==> config.mk <==
export PLATFORM = sky130hd
export DESIGN_NAME = lives_hud_sequencer
export DESIGN_NICKNAME = d
export VERILOG_FILES = /design/src/rtl/hud_pkg.sv /design/src/rtl/lives_counter.sv /design/src/rtl/lives_hud_sequencer.sv
export SDC_FILE = /design/constraint.sdc
export NUM_CORES = 1
export LEC_CHECK = 0
export ABC_AREA = 1
export ABC_CLOCK_PERIOD_IN_PS = 3730
export CORE_AREA = 2 2 66 74
export CTS_BUF_LIST = sky130_fd_sc_hd__clkbuf_2 sky130_fd_sc_hd__clkbuf_4 sky130_fd_sc_hd__clkbuf_8
export DETAILED_ROUTE_END_ITERATION = 6
export DIE_AREA = 0 0 68 76
export GPL_TIMING_DRIVEN = 0
export HOLD_SLACK_MARGIN = 0.12
export PLACE_DENSITY = 0.71
export SYNTH_ARGS = -nofsm -noshare
export SYNTH_HDL_FRONTEND = slang
export SYNTH_HIERARCHICAL = 1
export SYNTH_SLANG_ARGS = --single-unit
==> constraint.sdc <==
create_clock -name Clk -period 3.73 [get_ports Clk]
set_clock_uncertainty 0.15 [all_clocks]
set_input_delay 0.746 -clock Clk [delete_from_list [all_inputs] [get_ports Clk]]
set_output_delay 0.746 -clock Clk [all_outputs]
set_load 0.02 [all_outputs]
==> src/rtl/hud_pkg.sv <==
// Shared constants, fetch FSM states and width helper for the lives HUD sequencer.
package hud_pkg;

    localparam int HUD_X     = 16;
    localparam int HUD_Y     = 464;
    localparam int STRIDE    = 10;
    localparam int H_ACTIVE  = 640;
    localparam int ICON_SIZE = 8;

    typedef enum logic [1:0] {
        IDLE,
        ADDR,
        CAPTURE
    } fetch_state_t;

    // Width of a register able to hold 0..max_lives.
    function automatic int lives_w(input int max_lives);
        return (max_lives < 1) ? 1 : $clog2(max_lives + 1);
    endfunction

endpackage

==> src/rtl/lives_counter.sv <==
// Saturating player lives register with event priority and a one-cycle-late
// game_over flag.
module lives_counter #(
    parameter int MAX_LIVES   = 5,
    parameter int START_LIVES = 3,
    parameter int LW          = hud_pkg::lives_w(MAX_LIVES)
) (
    input  logic          Clk,
    input  logic          Reset_n,
    input  logic          lose_life,
    input  logic          bonus_life,
    input  logic          new_game,
    output logic [LW-1:0] lives,
    output logic          game_over
);

    logic [LW-1:0] lives_n;

    // Simultaneous lose and bonus cancel out; new_game overrides everything.
    always_comb begin
        lives_n = lives;
        if (new_game) begin
            lives_n = LW'(START_LIVES);
        end else if (!(lose_life && bonus_life)) begin
            if (lose_life) begin
                if (lives != '0) begin
                    lives_n = lives - 1'b1;
                end
            end else if (bonus_life) begin
                if (lives < LW'(MAX_LIVES)) begin
                    lives_n = lives + 1'b1;
                end
            end
        end
    end

    always_ff @(posedge Clk or negedge Reset_n) begin
        if (!Reset_n) begin
            lives     <= LW'(START_LIVES);
            game_over <= 1'b0;
        end else begin
            lives     <= lives_n;
            game_over <= (lives == '0);
        end
    end

endmodule

==> src/rtl/lives_hud_sequencer.sv <==
// Draws the lives count as a row of icons in the bottom HUD band: fetches the
// next icon row during horizontal blanking and serializes it during active video.
module lives_hud_sequencer #(
    parameter int HUD_X       = hud_pkg::HUD_X,
    parameter int HUD_Y       = hud_pkg::HUD_Y,
    parameter int STRIDE      = hud_pkg::STRIDE,
    parameter int MAX_LIVES   = 5,
    parameter int START_LIVES = 3,
    parameter int H_ACTIVE    = hud_pkg::H_ACTIVE,
    parameter int LW          = hud_pkg::lives_w(MAX_LIVES)
) (
    input  logic          Clk,
    input  logic          Reset_n,
    input  logic          pix_en,
    input  logic [9:0]    DrawX,
    input  logic [9:0]    DrawY,
    input  logic          lose_life,
    input  logic          bonus_life,
    input  logic          new_game,
    output logic [2:0]    font_addr,
    input  logic [7:0]    font_data,
    output logic          is_life,
    output logic [LW-1:0] lives,
    output logic          game_over
);
    import hud_pkg::*;

    // Wide enough to hold STRIDE-1 and to compare against ICON_SIZE.
    localparam int CW = $clog2(STRIDE + 1);

    fetch_state_t  state, state_n;
    logic          trigger;
    logic [10:0]   nl;
    logic          in_band;
    logic          band_q;
    logic          band_line;
    logic [7:0]    row_reg;
    logic [LW-1:0] lives_disp;

    logic          active, act_n;
    logic [CW-1:0] col, col_n;
    logic [LW-1:0] idx, idx_n;
    logic [2:0]    bit_sel;
    logic          pix_lit;

    lives_counter #(
        .MAX_LIVES   (MAX_LIVES),
        .START_LIVES (START_LIVES),
        .LW          (LW)
    ) u_lives_counter (
        .Clk        (Clk),
        .Reset_n    (Reset_n),
        .lose_life  (lose_life),
        .bonus_life (bonus_life),
        .new_game   (new_game),
        .lives      (lives),
        .game_over  (game_over)
    );

    assign trigger   = pix_en && (DrawX == 10'(H_ACTIVE));
    assign nl        = {1'b0, DrawY} + 11'd1;
    assign in_band   = (nl >= 11'(HUD_Y)) && (nl < 11'(HUD_Y + ICON_SIZE));
    assign band_line = ({1'b0, DrawY} >= 11'(HUD_Y)) &&
                       ({1'b0, DrawY} < 11'(HUD_Y + ICON_SIZE));

    always_comb begin
        state_n = state;
        case (state)
            IDLE:    if (trigger) state_n = ADDR;
            ADDR:    state_n = CAPTURE;
            CAPTURE: state_n = IDLE;
            default: state_n = IDLE;
        endcase
    end

    // DrawY is stable for the whole blanking interval, so ADDR reads it directly.
    always_ff @(posedge Clk or negedge Reset_n) begin
        if (!Reset_n) begin
            state     <= IDLE;
            font_addr <= 3'd0;
            band_q    <= 1'b0;
            row_reg   <= 8'h00;
        end else begin
            state <= state_n;
            if (state == ADDR) begin
                band_q <= in_band;
                if (in_band) begin
                    font_addr <= 3'(nl - 11'(HUD_Y));
                end
            end
            if (state == CAPTURE) begin
                row_reg <= band_q ? font_data : 8'h00;
            end
        end
    end

    // Count is frozen at the top of the frame so the HUD never tears.
    always_ff @(posedge Clk or negedge Reset_n) begin
        if (!Reset_n) begin
            lives_disp <= LW'(START_LIVES);
        end else if (pix_en && (DrawX == 10'd0) && (DrawY == 10'd0)) begin
            lives_disp <= lives;
        end
    end

    // col/idx describe the pixel currently on DrawX once this strobe is applied.
    always_comb begin
        act_n = active;
        col_n = col;
        idx_n = idx;
        if (DrawX == 10'(HUD_X)) begin
            act_n = (lives_disp != '0);
            col_n = '0;
            idx_n = '0;
        end else if (DrawX >= 10'(H_ACTIVE)) begin
            act_n = 1'b0;
        end else if (active) begin
            if (col == CW'(STRIDE - 1)) begin
                col_n = '0;
                idx_n = idx + 1'b1;
                if (idx_n == lives_disp) begin
                    act_n = 1'b0;
                end
            end else begin
                col_n = col + 1'b1;
            end
        end
    end

    assign bit_sel = 3'd7 - col_n[2:0];
    assign pix_lit = act_n && band_line && (col_n < CW'(ICON_SIZE)) && row_reg[bit_sel];

    always_ff @(posedge Clk or negedge Reset_n) begin
        if (!Reset_n) begin
            active  <= 1'b0;
            col     <= '0;
            idx     <= '0;
            is_life <= 1'b0;
        end else if (pix_en) begin
            active  <= act_n;
            col     <= col_n;
            idx     <= idx_n;
            is_life <= pix_lit;
        end
    end

endmodule
After elaboration in Yosys (flattened, before gate mapping) --
Cells that the tools add are included.
Storage, ports and cells: output and inout bits 8, bits of input ports 34, register bits after elaboration 30
Operators by class: muxes and demuxes 24, equality and inequality tests 10, add/subtract/negate cells 7, $lt $le $gt $ge 8, reduce and logical (&&, ||, !) cells 22
Operators by type and width (number):
- $mux W3 | 10
- $logic_not A10 Y1 | 2
- $mux W4 | 4
- $reduce_bool A3 Y1 | 4
- $add A10 B1 Y11 const B | 1
- $ge A11 B9 Y1 const B | 1
- $lt A11 B9 Y1 const B | 1
- $eq A10 B10 Y1 const B | 1
- $eq A10 B5 Y1 const B | 1
- $ge A10 B10 Y1 const B | 1
- $ge A10 B9 Y1 const B | 1
- $lt A10 B9 Y1 const B | 1
- $logic_and A1 B1 Y1 | 9
- $mux W8 | 1
- $reduce_and A4 Y1 | 2
- $add A3 B1 Y3 const B | 2
- $mux W1 | 6
- $ne A2 B2 Y1 const B | 3
- $sub A3 B1 Y3 const B | 2
- $add A4 B1 Y4 const B | 1
- $eq A4 B4 Y1 const B | 1
- $lt A3 B4 Y1 const B | 1
- $lt A4 B4 Y1 const B | 1
- $pmux W2 S2 | 1
- 12 further kinds | 13

Depth between registers and ports, before layout --
Gate-level depths: netlist of the first run.
depth in word-level cells 10, gate-level depth with buffers 14, depth with buffers taken out 14

Modules after synthesis --
Netlist of the first run, hierarchy kept.
By module, submodules not included:
- lives_hud_sequencer | cells each 228, instances 1, area an instance 1656.6 sq um
- lives_counter | cells each 38, instances 1, area an instance 279.0 sq um

Worst setup path after synthesis of the first run --
OpenSTA, ideal clock, no wires.
path kind input to register, from input DrawX[3], to register idx[0], setup slack 1781 ps, stages on the path 10, path buffers 0, data arrival time 1725 ps, setup time 74 ps, required time 3506 ps, cells stage by stage nor2_1 nand2_1 nor2_4 nand2_4 o21ai_2 inv_2 nor2_4 inv_2 or2_4 o21ai_2
Between the ends: word-level cells in the longest chain between the ends 3, elaborated cells on any way between the ends 7, classes of those cells 1 x order compare; 2 x eq/ne; 1 x mux; 3 x reduce/logical
RTL lines:
- start, declared | line lives_hud_sequencer.sv:15 | input logic [9:0] DrawX,
- $ge A10 B10 Y1 / $eq A10 B5 Y1 (equally long branches) | line lives_hud_sequencer.sv:115, lives_hud_sequencer.sv:111
- $ne A2 B2 Y1 (no line) / $reduce_bool A2 Y1 (equally long branches)
- $reduce_and A4 Y1 (no line)
- end signal, assigned | line lives_hud_sequencer.sv:142 | idx <= idx_n;
- end, declared | line lives_hud_sequencer.sv:42 | logic [LW-1:0] idx, idx_n;
Several ways; a longest one is shown, not always the timed one. A chain may end at the register's enable or synchronous reset.

Worst setup path after layout of the first run --
from input DrawX[9], to register is_life
Between the ends: word-level cells in the longest chain between the ends 7, elaborated cells on any way between the ends 13, classes of those cells 1 x add/sub; 2 x order compare; 1 x eq/ne; 6 x mux; 3 x reduce/logical
RTL lines:
- $ge A10 B10 Y1 | line lives_hud_sequencer.sv:115 | end else if (DrawX >= 10'(H_ACTIVE)) begin
- $mux W4 | line lives_hud_sequencer.sv:115
- $mux W4 | line lives_hud_sequencer.sv:111 | if (DrawX == 10'(HUD_X)) begin
- $sub A3 B3 Y3 | line lives_hud_sequencer.sv:130 | assign bit_sel = 3'd7 - col_n[2:0];
- $bmux W1 S3 | line lives_hud_sequencer.sv:131 | assign pix_lit = act_n && band_line && (col_n < CW'(ICON_SIZE)) && row_reg[bit_sel];
- $mux W1 (implied by the code) | line lives_hud_sequencer.sv:131
- $logic_and A1 B1 Y1 * | line lives_hud_sequencer.sv:131
- end signal, assigned | line lives_hud_sequencer.sv:143 | is_life <= pix_lit;
- end, declared | line lives_hud_sequencer.sv:22 | output logic is_life,
Every way passes the cells marked *; elsewhere a longest branch is shown, timed or not. The select of a mux whose other input is x is not followed.

==> run metrics, run 1 <==
status=finished, final reports clean; worst reg2reg path depth=11; CTS Buf Count=5; Yosys reg bits=30; min-delay src=state[1]$_DFFE_PN0P_; Tot GR Track Use=18.7%; CP max FO=4; crit-path most repeated cell=nand2_1; cells after synthesis=between 200 and 300; initial antenna violation count=0; Die Y=around 76 um; pin count of the biggest net entering global routing=31; GPL Wtd Cong=0.886; minimum clock period=2.41 ns; synthesized net count=306; synth-to-layout area growth=29.0%; fin area=2500 sq um; max reg flops=8; WHS Path Cells=1; number of enable flip-flop cells after synthesis=0; layout cells sized above 1=about 13%; routed wire length=between 4 and 5 mm; DIE WIDTH=68 um; static leakage power=0.00122 uW; VDD IR-drop max=around 0.23 mV; CTS clock-pin slew for the worst setup and hold paths=0.07 ns; R2R Path End=idx[0]$_DFFE_PN0P_; crit-path max cell delay=~0.48 ns; unrepaired setup endpoints after global routing=no; H-tree depth=2; fmax=0.414 GHz; clk root buf=clkbuf_8; Hold Vio Cnt, Final=0; WHS Endpoint=state[0]$_DFFE_PN0P_; Via density=4.89; maxcap violations=0; initial drt markers=slightly above 80; CTS tree=built; GRT overflow=0; initial core utilization=43.1%; Yosys cell types=32; Final Slew Violations=0; first-pass GRT wire length=~7.5 mm; Synth top cells by count=68 x nand2_1, 38 x inv_1, 28 x nand3_1, 26 x dfrtp_1, 22 x o21ai_0; crit path from=DrawX[9]; sequential share of the synthesized area=~39%; Slew headroom=55.7%; # rows=26; placed inst area=2410 sq um; critical path class=in -> reg; slowest CP cell=clkdlybuf4s50_1; Routed WL per cell=approximately 11 um; # hold bufs at CTS=0; asr flop ratio synth=100%; number of synthesis warnings=6; routed vias=1,811; die area=5170 sq um; Synth Cell Area=1940 sq um; setup_tns=0 ns; worst-path cell chain=clkdlybuf4s50_1 > inv_1 > nand4_1 > nor3_1 > o31ai_1 > nand2_1 > nand2_1 > nor2_1 > nand3_1 > nand2_1; worst skew pair latency=approximately 0.28 ns; Area contributors post-synth=dfrtp_1 34%, nand2_1 13%, inv_1 7.4%; critical path data required time=3.80 ns; Worst Tran Pin Value=0.665 ns; Tcrit/Tclk final=between 60% and 70%; placeable core area=4490 sq um; Synth top area share=33.6%; DRT antenna net count=0; crit path DAT=between 2 and 2.5 ns; postcts setup bufs=0; Port Buf Inserts=40; r2r setup slk=roughly 1.9 ns; Worst Setup End Kind=register; Synth Area per Inst=between 7 and 8 sq um; Main synth FF type=dfrtp_1; n_diodes=0; Hold Crit Class=reg -> reg; Clock Tree Buf Depth=2; Post-DP HPWL=3.27 mm; RR Startpoint=col[1]$_DFFE_PN0P_; Worst Setup Start Kind=primary input; drt pass-1 iters=4; final setup fails=0; Residual DRC=0; vias in the first global route=1,749; pwr dens=329 nW/um^2; num ports=between 40 and 50; most common cell in the netlist=nand2_1; Nets=353; cts repair resizes=0; Synth area leader=dfrtp_1; clk sinks=30
## final cells by class
class,count,area [sq um]
tap,56,70.1
fill,448,1990
inverter,45,169
multi-input combinational,188,998
clock inverter,1,5.00
clock buffer,7,90.1
buffer,3,12.5
timing repair buffer,40,395
sequential,30,756
## per-layer routing
layer	up-vias	share of wire (%)	routed length (um)	global-route usage, %
met4	0	3.5	142	8.40
li1	955	-	-	-
met5	-	0	0	0
met2	32	48	1960	28.7
met1	812	46	1870	24.4
met3	12	3.1	129	4.58
## cell usage in the layout, fill, tap and decap left out, types with 2 or more instances in the layout
cell              n
a21oi_1           2
o21ai_2           2
o21ai_0          22
nor2_4            4
nand2_1          68
dfrtp_1          26
nor4_1            2
nand2_2           7
clkbuf_8          6
nor2_1           17
inv_2             7
buf_2             2
nand3_1          28
inv_1            38
ha_1              5
clkdlybuf4s50_1  39
nand4_1          11
nor3_1            4
dfstp_2           4
xor2_1            4
## worst max-delay path: cells and delay by family
| family | cells | cell delay (ns) |
|---|---|---|
| AOI/OAI and AO/OA | 1 | 0.15 |
| and+or+nand+nor | 7 | 1.00 |
| buffers and inverters | 2 | 0.58 |
## how the worst max path moves through the flow
stage	to	slack, ns	cells past startpoint
global route	is_life$_DFFE_PN0P_	1.14	10
detailed placement	is_life$_DFFE_PN0P_	1.07	10
global placement	is_life$_DFFE_PN0P_	1.03	10
CTS	lives[0]	1.35	1
floorplan	idx[0]$_DFFE_PN0P_	1.78	10
finish	is_life$_DFFE_PN0P_	1.32	10
## logic make-up after synthesis
| kind of cell | count (synthesis) | synth area share [%] |
|---|---|---|
| fa+ha+maj | 6 | 4.27 |
| xor+xnor | 4 | 1.81 |
| simple gates | 147 | 36.1 |
| flops | 30 | 39.0 |
| buf+inv | 48 | 9.37 |
| compound gates | 31 | 9.37 |
## per-stage QoR
stage | hold WS [ns] | util (%) | power, uW | cells | worst slack, ns
after floorplan | 0.256 | - | 474 | 266 | 1.78
after global placement | 0.272 | 53.6 | 549 | 362 | 1.03
after detailed placement | 0.293 | 53.6 | 553 | 362 | 1.07
after CTS | 0.301 | 55.7 | 829 | 370 | 1.35
after global routing | 0.335 | 55.6 | 876 | 370 | 1.14
final | 0.293 | 55.6 | 822 | 370 | 1.32
## where the power goes
part	total, uW	internal [uW]	switching [uW]
Clock	274	156	118
Sequential	362	344	18.8
Combinational	185	82.5	103
Total	822	582	240
Power figures use the tool's default switching activity.
==> run 2: changes to the inputs <==
- ABC_CLOCK_PERIOD_IN_PS: 3730 -> 2100
- PLACE_DENSITY: 0.71 -> 0.73
- clock period: 3.73 -> 2.1 ns (I/O delays scaled with it)
==> run metrics, run 2 (synthesized netlist as in run 1, its figures left out) <==
Hold Vio Cnt, Final=0; H-tree depth=2; minimum clock period=2.03 ns; Residual DRC=0; layout cells sized above 1=13.7%; Multi-input gate area=1010 sq um; crit path to=lives[0]; initial core utilization=43.1%; fmax=0.492 GHz; crit path from=u_lives_counter/lives[0]$_DFFE_PN1P_; slowest CP cell=clkdlybuf4s50_1; postcts setup bufs=0; num ports=42; critical path class=reg -> out; Via density=4.90; Tot GR Track Use=18.4%; worst skew pair latency=0.28 ns; VDD IR-drop max=around 0.33 mV; R2R Path End=idx[0]$_DFFE_PN0P_; CTS clock-pin slew for the worst setup and hold paths=0.06 ns; GPL Wtd Cong=0.894; Final WS setup=0.0666 ns; Finished Layout Cells=371; Clock Tree Buf Depth=2; die area=5170 sq um; GRT overflow=0; WP depth=1; critical path's top delay family=buffers and inverters; M1 WL=1.96 mm; pwr dens=586 nW/um^2; r2r setup slk=between 0.15 and 0.2 ns; CTS tree=built; worst reg2reg path depth=11; final setup fails=0; final core occ=about 56%; Worst Tran Pin Value=0.665 ns; static leakage power=0.00123 uW; routed wire length=4.18 mm; Nets=~350; status=finished, final reports clean; Tcrit/Tclk final=about 97%; placeable core area=4490 sq um; placed cell count=around 360; crit-path max cell delay=0.61 ns; synth-to-layout area growth=30.1%; first-pass GRT wire length=7.53 mm; Post-DP HPWL=3.33 mm; RR Startpoint=col[1]$_DFFE_PN0P_; routed vias=around 1.8k; Final Slew Violations=0; pin count of the biggest net entering global routing=31; max reg flops=8; CP max FO=6; Slew headroom=a little under three fifths; DIE WIDTH=68 um; most common cell after layout, fill and taps aside=nand2_1; Met2 Wirelength=2.01 mm; DRT antenna net count=0; clk root buf=clkbuf_8; Fillers=431; vias in the first global route=1,764; clk sinks=30; critical path data required time=around 1.5 ns; CTS Buf Count=5; flip-flop and latch area=756 sq um; Hold Crit Class=reg -> reg; drt pass-1 iters=4; worst-path cell chain=clkdlybuf4s50_1; Port Buf Inserts=40; unrepaired setup endpoints after global routing=no; Worst Setup End Kind=output port; initial antenna violation count=0; Routed WL per cell=11.3 um; # rows=26; maxcap violations=0; n_diodes=0; crit path DAT=1.46 ns; Setup WS pre-CTS=-0.252 ns; Die Y=roughly 76 um; initial drt markers=52; Worst Setup Start Kind=register; met3 WL=104 um; CP bufs+invs=1; most frequent cells in the layout=68 x nand2_1, 39 x clkdlybuf4s50_1, 38 x inv_1; Highest Signal Layer=met4
==> run 2: cell types whose count changed in the layout (fill, tap and decap cells not counted) <==
cell	previous run	this run
nand3_2	1	2
nand3_1	28	27
nor2_2	1	2
nor3_1	4	3
nor2_1	17	16
dlygate4sd3_1	0	1
nor3_2	0	1
==> run 2: repair_timing <==
action / in CTS / in global routing
endpoints found under the hold margin: 0 / 26
hold buffers: 0 / 1
setup endpoints to repair: 0 / 1
resized for setup: 0 / 3
==> run 2: layout make-up <==
cell class                 instances  area share [%]
clock buffer                       7            3.58
tap                               56            2.78
sequential                        30            30.0
timing repair buffer              41            16.1
multi-input combinational        188            40.1
buffer                             3           0.497
clock inverter                     1           0.199
inverter                          45            6.71
==> run 2: worst min-delay path by stage <==
| stage | start | end | slack, ns | depth (start not counted) |
|---|---|---|---|---|
| global placement | state[1]$_DFFE_PN0P_ | state[0]$_DFFE_PN0P_ | 0.26 | 1 |
| detailed placement | state[1]$_DFFE_PN0P_ | state[0]$_DFFE_PN0P_ | 0.27 | 1 |
| CTS | state[1]$_DFFE_PN0P_ | state[0]$_DFFE_PN0P_ | 0.28 | 1 |
| finish | state[1]$_DFFE_PN0P_ | state[0]$_DFFE_PN0P_ | 0.28 | 1 |
| floorplan | Reset_n | active$_DFFE_PN0P_ | -0.03 | 0 |
| global route | state[1]$_DFFE_PN0P_ | state[0]$_DFFE_PN0P_ | 0.29 | 1 |
==> run 2: routing by layer <==
layer  GRT usage (%)  vias to the layer above
li1                -                      958
met5               0                        -
met3            3.40                       11
met2            28.4                       26
met4            8.00                        0
met1            24.9                      823
==> run 2: metrics by stage <==
step | setup TNS, ns | instance area (sq um) | hold WS, ns | power (uW)
floorplan | 0 | 1940 | -0.0256 | 842
global placement | -2.27 | 2410 | 0.263 | 973
detailed placement | -2.94 | 2410 | 0.272 | 985
CTS | 0 | 2500 | 0.280 | 1490
global route | 0 | 2520 | 0.286 | 1570
finish | 0 | 2520 | 0.278 | 1470
==> run 2: report_power, final <==
part           leakage (uW)  internal, uW  switching, uW
registers          0.000344           610           31.6
logic              0.000834           150            187
clock network     0.0000517           277            219
total               0.00123          1040            438
